### src/rtl/rbm_vote_classifier.sv
// rtl/rbm_vote_classifier.sv - per-class vote accumulation over sampling iterations with sequential argmax
module rbm_vote_classifier #(
  parameter int output_dim      = 2,
  parameter int num_samples     = 16,
  parameter int count_bitlength = 8,
  parameter int class_bitlength = 1
) (
  input  logic                       clk,
  input  logic                       rst_n,
  input  logic                       start,
  input  logic                       sample_valid,
  output logic                       sample_ready,
  input  logic [output_dim-1:0]      sample_data,
  output logic                       result_valid,
  input  logic                       result_ready,
  output logic [class_bitlength-1:0] result_class,
  output logic [count_bitlength-1:0] result_count,
  output logic                       result_tie,
  output logic                       busy
);

  localparam int sample_bitlength = $clog2(num_samples + 1);
  localparam logic [sample_bitlength-1:0] last_sample = sample_bitlength'(num_samples - 1);
  localparam logic [sample_bitlength-1:0] sample_one  = sample_bitlength'(1);
  localparam logic [class_bitlength-1:0]  last_class  = class_bitlength'(output_dim - 1);
  localparam logic [class_bitlength-1:0]  class_one   = class_bitlength'(1);
  localparam logic [count_bitlength-1:0]  count_one   = count_bitlength'(1);

  typedef enum logic [1:0] {IDLE, ACCUM, SCAN, DONE} state_t;

  state_t state, state_next;

  logic [count_bitlength-1:0]  cnt [output_dim];
  logic [sample_bitlength-1:0] sample_cnt;
  logic [class_bitlength-1:0]  scan_idx;
  logic [count_bitlength-1:0]  best_cnt, best_cnt_next, cur_cnt;
  logic [class_bitlength-1:0]  best_idx, best_idx_next;
  logic                        best_tie, best_tie_next;
  logic                        clear, accept, last_accept, last_scan;

  // Only a start seen in IDLE begins a classification and wipes the counters.
  assign clear       = (state == IDLE) && start;
  assign accept      = (state == ACCUM) && sample_valid;
  assign last_accept = accept && (sample_cnt == last_sample);
  assign last_scan   = (state == SCAN) && (scan_idx == last_class);
  assign cur_cnt     = cnt[scan_idx];

  // State register.
  always_ff @(posedge clk or negedge rst_n) begin
    if (!rst_n) state <= IDLE;
    else        state <= state_next;
  end

  // Next-state logic and state-decoded handshake outputs.
  always_comb begin
    state_next   = state;
    sample_ready = 1'b0;
    result_valid = 1'b0;
    busy         = 1'b1;
    case (state)
      IDLE: begin
        busy = 1'b0;
        if (start) state_next = ACCUM;
      end
      ACCUM: begin
        sample_ready = 1'b1;
        if (last_accept) state_next = SCAN;
      end
      SCAN: begin
        if (scan_idx == last_class) state_next = DONE;
      end
      DONE: begin
        result_valid = 1'b1;
        if (result_ready) state_next = IDLE;
      end
      default: state_next = IDLE;
    endcase
  end

  // One argmax step: a strictly greater count takes over, an equal count only flags a tie.
  always_comb begin
    best_cnt_next = best_cnt;
    best_idx_next = best_idx;
    best_tie_next = best_tie;
    if (scan_idx == '0) begin
      best_cnt_next = cur_cnt;
      best_idx_next = '0;
      best_tie_next = 1'b0;
    end else if (cur_cnt > best_cnt) begin
      best_cnt_next = cur_cnt;
      best_idx_next = scan_idx;
      best_tie_next = 1'b0;
    end else if (cur_cnt == best_cnt) begin
      best_tie_next = 1'b1;
    end
  end

  // Saturating per-class vote counters; every set bit of an accepted sample votes.
  always_ff @(posedge clk or negedge rst_n) begin
    if (!rst_n) begin
      for (int i = 0; i < output_dim; i++) cnt[i] <= '0;
    end else if (clear) begin
      for (int i = 0; i < output_dim; i++) cnt[i] <= '0;
    end else if (accept) begin
      for (int i = 0; i < output_dim; i++) begin
        if (sample_data[i] && (cnt[i] != '1)) cnt[i] <= cnt[i] + count_one;
      end
    end
  end

  // Sample counter and scan working registers.
  always_ff @(posedge clk or negedge rst_n) begin
    if (!rst_n) begin
      sample_cnt <= '0;
      scan_idx   <= '0;
      best_cnt   <= '0;
      best_idx   <= '0;
      best_tie   <= 1'b0;
    end else if (clear) begin
      sample_cnt <= '0;
      scan_idx   <= '0;
      best_cnt   <= '0;
      best_idx   <= '0;
      best_tie   <= 1'b0;
    end else begin
      if (accept) sample_cnt <= sample_cnt + sample_one;
      if (state == SCAN) begin
        best_cnt <= best_cnt_next;
        best_idx <= best_idx_next;
        best_tie <= best_tie_next;
        if (!last_scan) scan_idx <= scan_idx + class_one;
      end
    end
  end

  // Result registers load on the final scan step and hold until the next scan completes.
  always_ff @(posedge clk or negedge rst_n) begin
    if (!rst_n) begin
      result_class <= '0;
      result_count <= '0;
      result_tie   <= 1'b0;
    end else if (last_scan) begin
      result_class <= best_idx_next;
      result_count <= best_cnt_next;
      result_tie   <= best_tie_next;
    end
  end

endmodule

### config.mk
export PLATFORM = sky130hd
export DESIGN_NAME = rbm_vote_classifier
export DESIGN_NICKNAME = d
export VERILOG_FILES = /design/src/rtl/rbm_vote_classifier.sv
export SDC_FILE = /design/constraint.sdc
export NUM_CORES = 1
export LEC_CHECK = 0
export ABC_AREA = 1
export CORE_UTILIZATION = 49
export CTS_BUF_LIST = sky130_fd_sc_hd__clkbuf_16
export DETAILED_ROUTE_END_ITERATION = 10
export PLACE_DENSITY_LB_ADDON = 0.1
export SLEW_MARGIN = 40
export SYNTH_ARGS = -nofsm -noshare
export SYNTH_HDL_FRONTEND = slang
export SYNTH_SLANG_ARGS = --single-unit
### constraint.sdc
create_clock -name clk -period 3.2 [get_ports clk]
set_input_delay 0.64 -clock clk [delete_from_list [all_inputs] [get_ports clk]]
set_output_delay 0.64 -clock clk [all_outputs]
set_load 0.05 [all_outputs]
# Word-level counts from Yosys, hierarchy flattened
# Cells that the tools add are included.
[word_totals] regBits=44 in_bits=7 out_inout_bits=13 elab_cells=78
[classes] n_addsub=4 n_lt_le_gt_ge=2 n_eq_ne=12 muxes=33 bitwise_logic=1 n_reduce_logical=15
[ops] operator="2-to-1 mux 8 bit" count=9
[ops] operator="2-to-1 mux 16 bit" count=2
[ops] operator="adder 8 x 1 -> 8 bit (second input constant)" count=2
[ops] operator="!= test 8 bit (second input constant)" count=2
[ops] operator="2-to-1 mux 1 bit" count=15
[ops] operator="2-to-1 mux 5 bit" count=2
[ops] operator="!= test 2 bit (second input constant)" count=5
[ops] operator="equality test 8 bit" count=1
[ops] operator="> comparator 8 bit" count=1
[ops] operator="2-to-1 mux 2 bit" count=4
[ops] operator="one-hot mux 2 bit (4 select lines)" count=1
[ops] operator="nonzero test 2 bit" count=4
[ops] operator="logical AND 1 bit" count=6
[ops] operator="AND reduction 2 bit" count=3
[ops] operator="adder 5 x 1 -> 5 bit (second input constant)" count=1
[ops] operator="equality test 5 x 4 -> 1 bit (second input constant)" count=1
[ops] operator="equality test 2 bit (second input constant)" count=2
[ops] operator="AND reduction 4 bit" count=1
[ops] operator="equality test 2 x 1 -> 1 bit (second input constant)" count=1
[ops] operator="greater-or-equal comparator 2 bit (second input constant)" count=1
[ops] operator="logical NOT 2 bit" count=1
[ops] operator="NOT 1 -> 2 bit" count=1
[ops] operator="adder 1 bit (second input constant)" count=1

# Depth between registers and ports, before layout
[logic_depth] word_depth=10 depth_mapped=16 ltp_nobuf=16

# Least setup slack after synthesis
# Ideal clock, no wire load.
[synth_timing] kind="register to register" start="reg scan_idx" end="reg best_cnt[6]" setup_time_ns=0.118 t_arrival_ns=1.883 required_time_ns=3.082 path_slack_ns=1.200 stages_incl_launch_ff=14 n_path_buf=2 period_less_slack_ns=2.000 path_cell_list="dfrtp_1 -> clkbuf_1 -> nor2_1 -> a21oi_1 -> inv_1 -> ha_1 -> nand2_1 -> nor2_1 -> nand4_1 -> nand2_1 -> buf_4 -> nand3_1 -> nand3_1 -> nand2_1"
[synth_via] elab_chain_len=9
[synth_lines] item="start: declaration" line_no="35" source="logic [class_bitlength-1:0] scan_idx;"
[synth_lines] item="start signal: assignment" line_no="131" source="if (!last_scan) scan_idx <= scan_idx + class_one;"
[synth_lines] item="NOT 1 -> 2 bit (implied by the code)" line_no="46" source="assign cur_cnt = cnt[scan_idx];"
[synth_lines] item="2-to-1 mux 8 bit (implied by the code) (3 in a row)" line_no="46"
[synth_lines] item="> comparator 8 bit" line_no="89" source="end else if (cur_cnt > best_cnt) begin"
[synth_lines] item="2-to-1 mux 8 bit" line_no="89"
[synth_lines] item="2-to-1 mux 8 bit *" line_no="85" source="if (scan_idx == '0) begin"
[synth_lines] item="2-to-1 mux 8 bit *" line_no="127" source="if (state == SCAN) begin"
[synth_lines] item="2-to-1 mux 8 bit *" line_no="119" source="end else if (clear) begin"
[synth_lines] item="end signal: assignment" line_no="128" source="best_cnt <= best_cnt_next;"
[synth_lines] item="end: declaration" line_no="36" source="logic [count_bitlength-1:0] best_cnt, best_cnt_next, cur_cnt;"
# Every way passes the cells marked *; elsewhere a longest branch is shown, timed or not. The select of a mux whose other input is x is not followed.
# A chain may end at the register's enable or synchronous reset.

# Worst setup path in the final report
[layout_timing] start="reg scan_idx" end="reg best_cnt[7]"
# Same word-level chain as after synthesis.

==> metrics.txt <==
# TYPE chip_impl_metric gauge
chip_impl_info{name="run_status",value="finished clean"} 1
chip_impl_metric{name="die_height",unit="µm"} 74.6
chip_impl_metric{name="cp_max_fo",unit=""} 16
chip_impl_metric{name="synth.net_count",unit=""} 363
chip_impl_metric{name="detailed_place_hpwl",unit="µm"} 3810
chip_impl_metric{name="cts.path.max_buffers",unit=""} 2
chip_impl_info{name="synthDominantAreaCellType",value="sky130_fd_sc_hd__dfrtp_1"} 1
chip_impl_info{name="min-delay-path-class",value="input pin to asynchronous set/reset pin"} 1
chip_impl_metric{name="synthesis.area_per_instance",unit="µm²"} 7.62
chip_impl_info{name="mostFrequentLayoutCell",value="sky130_fd_sc_hd__nand2_1"} 1
chip_impl_metric{name="clock-skew-final",unit="ps"} 8.71
chip_impl_info{name="critical_path.startpoint_type",value="flop"} 1
chip_impl_metric{name="grt_antenna_before_repair",unit=""} 0
chip_impl_metric{name="finalPower",unit="W"} 0.00296
chip_impl_metric{name="h-tree-depth",unit=""} 2
chip_impl_metric{name="holdBufCountCts",unit=""} 0
chip_impl_metric{name="finish.cell_count_without_fillers",unit=""} 429
chip_impl_metric{name="routed_wire_length_per_instance",unit="µm"} 12.3
chip_impl_metric{name="floorplan.rows",unit=""} 26
chip_impl_info{name="clockRootBuffer",value="sky130_fd_sc_hd__clkbuf_16"} 1
chip_impl_metric{name="largest_net_degree_at_the_start_of_global_routing",unit=""} 45
chip_impl_metric{name="design_area",unit="µm²"} 2990
chip_impl_info{name="cts_tree",value="built"} 1
chip_impl_metric{name="cts_inserted_buffers",unit=""} 5
chip_impl_metric{name="vias_per_cell",unit=""} 5.07
chip_impl_metric{name="floorplan.initialDensity",unit="%"} 50.6
chip_impl_metric{name="max_freq",unit="GHz"} 0.375
chip_impl_metric{name="global_route.usage.total",unit="%"} 21.4
chip_impl_metric{name="drcViolationCount",unit=""} 0
chip_impl_metric{name="design.portCount",unit=""} 20
chip_impl_metric{name="core-area",unit="µm²"} 5110
chip_impl_info{name="timing.critical_path.to_type",value="flop"} 1
chip_impl_metric{name="post_synth_inst_count",unit=""} 339
chip_impl_metric{name="min_period_over_period",unit="%"} 83.4
chip_impl_metric{name="detail_route.first_pass.iterations",unit=""} 4
chip_impl_info{name="synth_area_leaders",value="sky130_fd_sc_hd__dfrtp_1 (43%), sky130_fd_sc_hd__nand2_1 (13%), sky130_fd_sc_hd__ha_1 (8.2%)"} 1
chip_impl_metric{name="cap_viol_max_count",unit=""} 0
chip_impl_metric{name="yosysSeqAreaShare",unit="%"} 42.6
chip_impl_metric{name="timing.slew.headroom",unit="%"} 53.6
chip_impl_metric{name="path_clk_slew",unit="ps"} 60
chip_impl_info{name="final_cell_mix",value="sky130_fd_sc_hd__nand2_1 (88), sky130_fd_sc_hd__inv_1 (49), sky130_fd_sc_hd__dfrtp_1 (44), sky130_fd_sc_hd__nand3_1 (38), sky130_fd_sc_hd__nor2_1 (26)"} 1
chip_impl_metric{name="yosysWarnings",unit=""} 0
chip_impl_metric{name="postCtsResizedCells",unit=""} 0
chip_impl_info{name="slowest_cell_on_crit_path",value="sky130_fd_sc_hd__dfrtp_1"} 1
chip_impl_info{name="critical_path.top_delay_family",value="simple AND/OR/NAND/NOR gates"} 1
chip_impl_metric{name="die_width",unit="µm"} 74.6
chip_impl_metric{name="post_dp_cell_area",unit="µm²"} 2820
chip_impl_metric{name="synthDominantCellAreaShare",unit="%"} 42.6
chip_impl_info{name="timing.setup.critical_path_class",value="flop to flop"} 1
chip_impl_metric{name="antenna-diode-count",unit=""} 0
chip_impl_metric{name="tritoncts_sink_count",unit=""} 44
chip_impl_metric{name="cts_setup_buffers",unit=""} 0
chip_impl_metric{name="ys_ff_latch",unit=""} 44
chip_impl_metric{name="drtIter0Drc",unit=""} 118
chip_impl_info{name="cp_cell_sequence",value="buf_4, a21oi_1, inv_1, ha_1, nand2_1, inv_1, nand2_1, nand2_1, nand2_1, nand2_1, nand2_1, nand2_1, nand2_1, nand3_1, nand2_1"} 1
chip_impl_metric{name="route.antenna.remaining_nets",unit=""} 0
chip_impl_metric{name="maxSlewViolCount",unit=""} 0
chip_impl_metric{name="number_of_hold_violations_in_the_final_report",unit=""} 0
chip_impl_metric{name="finalCriticalPeriod",unit="ps"} 2670
chip_impl_metric{name="ir_drop",unit="mV"} 0.658
chip_impl_metric{name="gpl.final_weighted_congestion",unit=""} 0.824
chip_impl_metric{name="grt_first_pass_wirelength",unit="µm"} 8980
chip_impl_metric{name="nNetsFinal",unit=""} 382
chip_impl_metric{name="final-setup-viol-count",unit=""} 0
chip_impl_metric{name="final.setup.tns",unit="ps"} 0
chip_impl_metric{name="vias_in_the_first_global_route",unit=""} 1951
chip_impl_metric{name="syn2layout_area_growth",unit="%"} 15.6
chip_impl_metric{name="syn-cell-area",unit="µm²"} 2580
chip_impl_metric{name="timing.critical_path.buf_inv",unit=""} 3
chip_impl_metric{name="routed_wl",unit="µm"} 5300
chip_impl_metric{name="via_count",unit=""} 2177
chip_impl_metric{name="power.density_cell_area",unit="nW/µm²"} 992
chip_impl_metric{name="netlist-cell-type-count",unit=""} 30
chip_impl_info{name="cp_common_cell",value="sky130_fd_sc_hd__nand2_1"} 1
chip_impl_metric{name="worst_skew_pair.late_latency",unit="ps"} 290
chip_impl_metric{name="post_route_cells_drive_above_1_share",unit="%"} 6.41
chip_impl_metric{name="leakage_component_of_the_power",unit="nW"} 1.55
chip_impl_metric{name="port_buffers",unit=""} 19
chip_impl_metric{name="timing.critical_path.required",unit="ps"} 3420
chip_impl_metric{name="global_route.overflow_total",unit=""} 0
chip_impl_metric{name="dpl.cell_count",unit=""} 421
chip_impl_metric{name="worst_path_largest_cell_delay",unit="ps"} 510
chip_impl_metric{name="worstPathArrival",unit="ps"} 2890
chip_impl_info{name="rsz_0062_raised_after_global_routing",value="false"} 1
chip_impl_metric{name="design.die.area",unit="µm²"} 5570
chip_impl_metric{name="timing_worst_slew_pin_value",unit="ps"} 694
==> cells by family (layout without fill, tap and decap cells) <==
family	count (synthesis)	count (layout)	synth area share, %
AOI/OAI and AO/OA	42	42	9.15
xor gates and xnor gates	3	3	1.02
adders and majority gates	17	17	8.23
buffers and inverters	59	79	9.20
DFF	44	44	42.6
and+or+nand+nor	174	174	29.8
==> cells in the mapped netlist, drive strengths merged <==
cell type	n
o21a	1
nor2	30
nand2	91
a211oi	2
ha	17
nor3	2
o221ai	1
a31oi	1
xor2	3
nand4	9
or2	1
nand3	41
a21o	1
o21ai	20
o22ai	2
buf	7
a21oi	14
dfrtp	44
clkbuf	2
inv	50
==> stage by stage <==
stage / utilization (%) / worst slack (ps) / hold WS [ps]
floorplan: - / 1200 / 344
global placement: 55.2 / 656 / 446
detailed placement: 55.3 / 567 / 453
CTS: 58.5 / 559 / 380
global route: 58.5 / 222 / 409
finish: 58.5 / 532 / 348
==> power by group <==
part           switching (W)  leakage, nW  internal [W]
combinational        0.00105        0.880      0.000473
clock               0.000206       0.0789      0.000363
sequential          0.000148        0.588      0.000723
total                0.00140         1.55       0.00156
==> sequential cells by signal, indices dropped and copies added, names as in the netlist <==
signal / cells
cnt: 16
best_cnt: 8
result_count: 8
sample_cnt: 5
state: 2
best_idx: 1
best_tie: 1
result_class: 1
result_tie: 1
scan_idx: 1
==> per-layer routing <==
| layer | up-vias | global-route usage (%) | share of wire, % |
|---|---|---|---|
| li1 | 1130 | - | - |
| met1 | 1008 | 30.9 | 51 |
| met2 | 37 | 33.0 | 45 |
| met3 | 2 | 4.82 | 3.8 |
| met4 | 0 | 4.19 | 0.26 |
| met5 | - | 0 | 0 |
==> final cells by class <==
| type | instances | area (µm²) |
|---|---|---|
| fill | 491 | 2120 |
| multi-input combinational | 236 | 1240 |
| sequential | 44 | 1100 |
| timing repair buffer | 21 | 203 |
| inverter | 50 | 188 |
| clock buffer | 5 | 125 |
| tap | 70 | 87.6 |
| clock inverter | 3 | 37.5 |
==> path summary, 6_finish.rpt <==
check / cells after the start / slack [ps] / startpoint / endpoint
setup / recovery: 15 / 530 / scan_idx / best_cnt[7]
hold / removal: 1 / 350 / rst_n / result_count[1]
setup reg to reg: 15 / 530 / scan_idx / best_cnt[7]
hold reg to reg: 1 / 460 / sample_cnt[3] / sample_cnt[3]
max in group asynchronous: 1 / 2470 / rst_n / state[1]
min in group clk: 1 / 460 / sample_cnt[3] / sample_cnt[3]
(Power assumes the default switching activity.)
